===== config.mk =====
export PLATFORM = sky130hd
export DESIGN_NAME = mcm_tap_scheduler
export DESIGN_NICKNAME = d
export VERILOG_FILES = /design/src/rtl/mcm_tap_scheduler.sv
export SDC_FILE = /design/constraint.sdc
export NUM_CORES = 1
export LEC_CHECK = 0
export ABC_AREA = 1
export ABC_CLOCK_PERIOD_IN_PS = 5400
export CORE_MARGIN = 5
export CORE_UTILIZATION = 48
export CTS_CLUSTER_DIAMETER = 200
export DETAILED_ROUTE_END_ITERATION = 8
export PLACE_DENSITY_LB_ADDON = 0.05
export SKIP_CTS_REPAIR_TIMING = 1
export SLEW_MARGIN = 20
export SYNTH_ARGS = -nofsm -noshare
export SYNTH_HDL_FRONTEND = slang
export SYNTH_SLANG_ARGS = --single-unit

===== constraint.sdc =====
create_clock -name clk -period 5.4 [get_ports clk]
set_clock_uncertainty 0.1 [all_clocks]
set_input_delay 1.08 -clock clk [delete_from_list [all_inputs] [get_ports clk]]
set_output_delay 1.08 -clock clk [all_outputs]
set_load 0.01 [all_outputs]

===== src/rtl/mcm_tap_scheduler.sv =====
// Tap scheduler for a shared 4-output MCM (-2,-3,3,11).
// Walks four reference samples through the MCM, accumulates, rounds and clips.
module mcm_tap_scheduler #(
    parameter int BIT_DEPTH = 8,
    parameter int ACC_W     = 18,
    parameter int SHIFT     = 6
) (
    input  logic                   clk,
    input  logic                   rst_n,
    input  logic                   in_valid,
    output logic                   in_ready,
    input  logic [4*BIT_DEPTH-1:0] in_samples,
    input  logic [7:0]             in_sel,
    input  logic [3:0]             in_neg,
    output logic [BIT_DEPTH-1:0]   mcm_x,
    input  logic [15:0]            mcm_y1,
    input  logic [15:0]            mcm_y2,
    input  logic [15:0]            mcm_y3,
    input  logic [15:0]            mcm_y4,
    output logic                   out_valid,
    input  logic                   out_ready,
    output logic [BIT_DEPTH-1:0]   out_sample,
    output logic                   busy
);

    typedef enum logic [1:0] {IDLE, MAC, OUT} state_t;

    localparam logic signed [ACC_W-1:0] RND  = ACC_W'(1 << (SHIFT - 1));
    localparam logic signed [ACC_W-1:0] MAXV = ACC_W'((1 << BIT_DEPTH) - 1);

    state_t                  state, state_nxt;
    logic [1:0]              cnt;
    logic signed [ACC_W-1:0] acc;
    logic [BIT_DEPTH-1:0]    smp [4];
    logic [1:0]              tsel [4];
    logic [3:0]              neg;

    logic                    accept;
    logic signed [15:0]      y_sel;
    logic signed [ACC_W-1:0] ext, p, sum, rnd, shifted;
    logic [BIT_DEPTH-1:0]    clip_val;

    // Handshake, MCM drive and product select for the current tap
    always_comb begin
        in_ready = (state == IDLE) || (state == OUT && out_ready);
        accept   = in_valid && in_ready;
        busy     = (state != IDLE);
        mcm_x    = (state == MAC) ? smp[cnt] : '0;
        y_sel    = mcm_y1;
        unique case (tsel[cnt])
            2'd0: y_sel = mcm_y1;
            2'd1: y_sel = mcm_y2;
            2'd2: y_sel = mcm_y3;
            2'd3: y_sel = mcm_y4;
        endcase
        ext      = {{(ACC_W-16){y_sel[15]}}, y_sel};
        p        = neg[cnt] ? -ext : ext;
        sum      = acc + p;
        rnd      = sum + RND;
        shifted  = rnd >>> SHIFT;
        if (shifted < 0)
            clip_val = '0;
        else if (shifted > MAXV)
            clip_val = MAXV[BIT_DEPTH-1:0];
        else
            clip_val = shifted[BIT_DEPTH-1:0];
    end

    // Next-state logic
    always_comb begin
        state_nxt = state;
        unique case (state)
            IDLE: if (accept) state_nxt = MAC;
            MAC:  if (cnt == 2'd3) state_nxt = OUT;
            OUT: begin
                if (out_ready) state_nxt = accept ? MAC : IDLE;
            end
            default: state_nxt = IDLE;
        endcase
    end

    // State register
    always_ff @(posedge clk) begin
        if (!rst_n) state <= IDLE;
        else        state <= state_nxt;
    end

    // Group latch, accumulation and result register
    always_ff @(posedge clk) begin
        if (!rst_n) begin
            cnt        <= '0;
            acc        <= '0;
            out_valid  <= 1'b0;
            out_sample <= '0;
            neg        <= '0;
            for (int i = 0; i < 4; i++) begin
                smp[i]  <= '0;
                tsel[i] <= '0;
            end
        end else begin
            if (state == OUT && out_ready)
                out_valid <= 1'b0;
            if (accept) begin
                acc <= '0;
                cnt <= '0;
                neg <= in_neg;
                for (int i = 0; i < 4; i++) begin
                    smp[i]  <= in_samples[i*BIT_DEPTH +: BIT_DEPTH];
                    tsel[i] <= in_sel[2*i +: 2];
                end
            end
            if (state == MAC) begin
                if (cnt != 2'd3) begin
                    acc <= sum;
                    cnt <= cnt + 2'd1;
                end else begin
                    out_sample <= clip_val;
                    out_valid  <= 1'b1;
                end
            end
        end
    end

endmodule


==> impl_metrics.tcl, run 1 <==
set metrics [dict create \
    outcome "completed" \
    tightest_slew_ns 0.6580 \
    cts_tree "done" \
    post-place-ws_ns -0.05793 \
    drv_slew 0 \
    max_freq_ghz 0.2023 \
    yosysMostFrequentCell "nand2_1" \
    root_buffer "clkbuf_8" \
    grt_remaining_overflow 0 \
    combPwrFrac_pct 66.4 \
    clk_pin_slew_ns 0.08 \
    arrival_ns 5.07 \
    crit_type "input pin to flop" \
    max_stage_delay_ns 0.40 \
    htreeDepth 3 \
    synth_cells 746 \
    reg2reg_to "out_sample[5]" \
    synth_top_family_by_area "simple AND/OR/NAND/NOR gates" \
    cp.required_ns 5.53 \
    portBuffers 130 \
    synth_xor_area_share_pct 5.298 \
    synth_fa_ha_area_share_pct 5.109 \
    grt_max_degree 41 \
    io_pins 131 \
    yosys.area.top_type "edfxtp_1" \
    rrSetupSlack_ns 0.52 \
    drc 0 \
    slew_headroom_pct 55.97 \
    crit_start "mcm_y2[0]" \
    synth_ff_type "edfxtp_1" \
    period_needed_ns 4.942 \
    rows 38 \
    area_growth_pct 32.47 \
    setup_ws_ns 0.4577 \
    synth_edf_count 40 \
    synthMuxAreaShare_pct 0 \
    crit_fanout 8 \
    setup_viol 0 \
    grt_pass1_wl_um 24100 \
    start_util_pct 48.80 \
    ys_top_cells_by_area "edfxtp_1, dfxtp_1, nand2_1" \
    avgSynthCellArea_um2 7.091 \
    netlist_top_cells_count "nand2_1, nor2_1, inv_1" \
    p_leak_nw 3.179 \
    cp_num_buf_inv 3 \
    die_area_um2 13220 \
    yosysUniqueCellTypes 38 \
    seq_area_frac_synth_pct 35.95 \
    cpMostUsedCell "nand2_1" \
    drt-pass1-iter-count 7 \
    cts_buffers 9 \
    clkLatencyLatePin_ns 0.36 \
    synth_top_area_share_pct 22.71 \
    pwr_density_cell_nw_per_um2 491.5 \
    n_antenna_cell 0 \
    drtIter0Drc 345 \
    synth_area_um2 5290 \
    utilization_pct 64.65 \
    power_frac_seq_pct 20.9 \
    min_path_type "flop to flop" \
    fin_total_pwr_mw 3.444 \
    clock_sinks 75 \
    wirelength_um 14610 \
    first_global_vias 5288 \
    switching_power_mw 1.709 \
    yosys_warnings 0 \
    gp_congestion 0.8965 \
    hpwl_um 11180 \
    design.core.area_um2 10840 \
    die-width_um 115.0 \
    ir_drop_mv 0.2963 \
    crit_cells 25 \
    fill_cells 992 \
    fin_setup_tns_ns 0 \
    final_antenna_net_count 0 \
    synth_nets 879 \
    nNetsFinal 1013 \
    timing.critical_path.slowest_stage_cell "clkdlybuf4s50_1" \
    p_sw_share_pct 49.61 \
    holdWs_ns 0.3547 \
    vias_per_cell 5.163 \
    crit_path_end "out_sample[5]" \
    grt_usage_pct 22.40 \
    ys_seq_elements 75 \
    end_kind "flop" \
    timing.rr.start "cnt[0]" \
    fp.dieH_um 115.0 \
    finalHoldViolCount 0 \
    async_reset_ff_share_pct 0 \
    maxCapViolations 0 \
    drive_above_1_share_pct 7.797 \
    wl_per_cell_um 14.25 \
    path_delay_family "simple AND/OR/NAND/NOR gates" \
    num_vias 5292 \
    r2r_cells 28 \
    yosys.area_share.simple_pct 32.19 \
    antenna_found_initial 0 \
    period_share_pct 91.52 \
    start_kind "input pin" \
    synth-compound-area-share_pct 10.95 \
    clkPwrFrac_pct 12.7 \
    internal_power_mw 1.736 \
    clock_tree.buffer_depth 2 \
]
==> metrics by stage <==
stage | cell area, um2 | cells
6_report | 7008 | 1025
5_1_grt | 7008 | 1025
4_1_cts | 6917 | 1021
3_5_place_dp | 6724 | 1005
3_3_place_gp | 6724 | 1005
2_1_floorplan | 5290 | 746
==> state kept, by name (all words and copies together), names as in the netlist <==
| name | flops |
|---|---|
| tsel | 8 |
| smp | 32 |
| acc | 18 |
| out_valid | 1 |
| out_sample | 8 |
| neg | 4 |
| cnt | 2 |
| state | 2 |
==> worst register-to-register path: cells and delay by family (launching register included) <==
kind / cells / cell delay (ns)
xor+xnor: 2 / 0.47
buf+inv: 3 / 0.20
flops: 1 / 0.42
simple gates: 18 / 2.44
compound gates: 3 / 0.62
fa+ha+maj: 2 / 0.52
==> cell families (layout without fill, tap and decap cells) <==
| logic type | count (synthesis) | count (layout) |
|---|---|---|
| adder cells (fa/ha/maj) | 21 | 21 |
| buffers and inverters | 132 | 271 |
| AO/OA/AOI/OAI | 103 | 103 |
| AND/OR/NAND/NOR | 383 | 383 |
| flip-flops | 75 | 75 |
| XOR/XNOR | 32 | 32 |
==> routing by layer <==
layer | GRT usage [%] | up-vias | wire [um]
met3 | 5.000 | 31 | 672
met1 | 26.86 | 2405 | 6140
met4 | 6.416 | 0 | 357
li1 | - | 2710 | -
met2 | 40.12 | 146 | 7439
met5 | 0 | - | 0
==> power by group through the flow <==
stage | logic (mW) | clock network (mW) | registers (mW)
after detailed placement | 2.19 | 0 | 0.733
after CTS | 2.22 | 0.441 | 0.721
final | 2.29 | 0.438 | 0.721
after floorplan | 1.63 | 0 | 0.716
after global routing | 2.58 | 0.467 | 0.730
after global placement | 2.16 | 0 | 0.731
==> placed cells by master (no fill, tap or decap), types with 25 or more instances in the layout <==
cell type / Yosys / routed
clkdlybuf4s50_1: 0 / 130
inv_1: 102 / 102
o21ai_0: 44 / 43
xor2_1: 27 / 25
dfxtp_1: 35 / 34
edfxtp_1: 40 / 40
nor2_1: 108 / 107
nand2_1: 144 / 143
a21oi_1: 35 / 34
nand3_1: 79 / 78
==> worst min-delay path by stage <==
stage,start,endpoint,slack (ns),cells past startpoint
2_1_floorplan,neg[0],neg[0],0.32,2
3_3_place_gp,neg[3],neg[3],0.33,2
3_5_place_dp,neg[3],neg[3],0.34,2
4_1_cts,neg[3],neg[3],0.35,2
5_1_grt,neg[0],neg[0],0.38,2
6_report,neg[3],neg[3],0.35,2
==> layout make-up <==
cell class                 instances  area (um2)  share of cell area [%]
tap                              140       175.2                   2.500
multi-input combinational        539        2893                   41.28
timing repair buffer             149        1444                   20.60
inverter                         106       400.4                   5.713
clock buffer                      10       127.6                   1.821
clock inverter                     6       65.06                  0.9284
sequential                        75        1903                   27.16
Note: power is estimated with default switching activity, not from simulation.
==> inputs of run 2 (changes only) <==
- ABC_CLOCK_PERIOD_IN_PS: 5400 -> 5790
- clock period: 5.4 -> 5.79 ns (I/O delays scaled with it)
==> impl_metrics.tcl, run 2 (synthesized netlist as in run 1, its figures left out) <==
set metrics [dict create \
    clock_sinks 75 \
    finalInstanceArea_um2 6924 \
    clock_tree.buffer_depth 2 \
    first_global_vias 5244 \
    largest_register_ffs 32 \
    clkLatencyLatePin_ns 0.35 \
    period_share_pct 88.94 \
    max_freq_ghz 0.1942 \
    fp.dieH_um 115.0 \
    cts_buffers 9 \
    die_area_um2 13220 \
    reg_top3 "smp x32, acc x18" \
    period_needed_ns 5.150 \
    cpMostUsedCell "nand2_1" \
    fin_total_pwr_mw 3.112 \
    design.core.area_um2 10840 \
    arrival_ns 5.32 \
    rows 38 \
    timing.rr.start "cnt[0]" \
    hold_depth 2 \
    antenna_found_initial 0 \
    final_antenna_net_count 0 \
    gp_congestion 0.8978 \
    crit_type "input pin to flop" \
    start_kind "input pin" \
    rrSetupSlack_ns 0.70 \
    dpl.cell_count 998 \
    setup_viol 0 \
    layout_commonest_cell "nand2_1" \
    maxCapViolations 0 \
    drtIter0Drc 298 \
    grt_max_degree 43 \
    drv_slew 0 \
    root_buffer "clkbuf_8" \
    cts_tree "done" \
    reg2reg_to "out_sample[2]" \
    start_util_pct 48.80 \
    drc 0 \
    min_path_type "flop to flop" \
    finalHoldViolCount 0 \
    vias_per_cell 5.209 \
    end_kind "flop" \
    n_antenna_cell 0 \
    drive_above_1_share_pct 5.943 \
    crit_fanout 8 \
    io_pins 131 \
    max_stage_delay_ns 0.39 \
    ir_drop_mv 0.2733 \
    htreeDepth 3 \
    final_cell_mix "nand2_1, clkdlybuf4s50_1, nor2_1, inv_1, nand3_1" \
    area_growth_pct 30.89 \
    timing.critical_path.slowest_stage_cell "clkdlybuf4s50_1" \
    r2r_cells 33 \
    slew_headroom_pct 58.18 \
    wl_per_cell_um 14.25 \
    regMostFlops "smp" \
    num_vias 5287 \
    fin_setup_tns_ns 0 \
    pwr_density_cell_nw_per_um2 449.5 \
    grt_pass1_wl_um 23600 \
    die-width_um 115.0 \
    grt_usage_pct 22.02 \
    tightest_slew_ns 0.6235 \
    grt_remaining_overflow 0 \
    p_leak_nw 3.144 \
    instances_no_fill 1015 \
    portBuffers 130 \
    cp.required_ns 5.96 \
    drt-pass1-iter-count 5 \
    nNetsFinal 1003 \
    placed_area_um2 6671 \
    clk_pin_slew_ns 0.08 \
    hpwl_um 11250 \
    wirelength_um 14460 \
    worst_hold_path.endpoint "neg[3]" \
    outcome "completed" \
    min_from "neg[3]" \
    fill_cells 991 \
]
-- run 2: cell count changes in the layout (fill, tap and decap cells not counted), sizes merged --
cell,delta
bufinv,-1
clkinv,+2
clkinvlp,-3
buf,-10
clkbuf,+3
inv,-1
-- run 2: how the worst max path moves through the flow --
stage	start	to	slack, ns
global route	cnt[0]	out_sample[2]	-0.02
global placement	mcm_y2[0]	out_sample[2]	0.38
CTS	cnt[0]	out_sample[2]	0.43
finish	mcm_y2[0]	out_sample[2]	0.64
detailed placement	mcm_y2[0]	out_sample[2]	0.25
floorplan	mcm_y2[0]	out_sample[1]	1.24
-- run 2: metrics by stage --
stage | worst slack, ns | util, % | hold slack, ns
finish | 0.6404 | 63.87 | 0.3536
detailed placement | 0.2531 | 61.54 | 0.3365
global route | -0.02379 | 63.87 | 0.3785
floorplan | 1.240 | - | 0.3191
global placement | 0.3781 | 61.54 | 0.3282
CTS | 0.4303 | 63.42 | 0.3548
-- run 2: layer usage --
layer / up-vias / track usage (%) / wire length, um
met4: 0 / 9.077 / 377
met3: 32 / 3.158 / 560
met5: - / 0 / 0
met1: 2439 / 25.71 / 6088
li1: 2685 / - / -
met2: 131 / 40.16 / 7437
-- run 2: final cells by class --
| class | count | area [um2] | area share, % |
|---|---|---|---|
| Clock inverter | 3 | 18.77 | 0.2711 |
| Inverter | 106 | 400.4 | 5.782 |
| Sequential cell | 75 | 1903 | 27.48 |
| Timing Repair Buffer | 139 | 1385 | 20.00 |
| Tap cell | 140 | 175.2 | 2.530 |
| Clock buffer | 13 | 185.2 | 2.674 |
| Multi-Input combinational cell | 539 | 2856 | 41.25 |
-- run 2: where the power goes --
part           internal [mW]  total [mW]  switching [mW]
clock network          0.213       0.415           0.202
registers              0.632       0.673          0.0416
logic                  0.729        2.02            1.29
-- run 2: worst max-delay path: cells and delay by family --
kind | cells | cell delay (ns)
simple gates | 17 | 1.78
xor+xnor | 1 | 0.17
compound gates | 6 | 1.11
buf+inv | 3 | 0.58
fa+ha+maj | 2 | 0.51
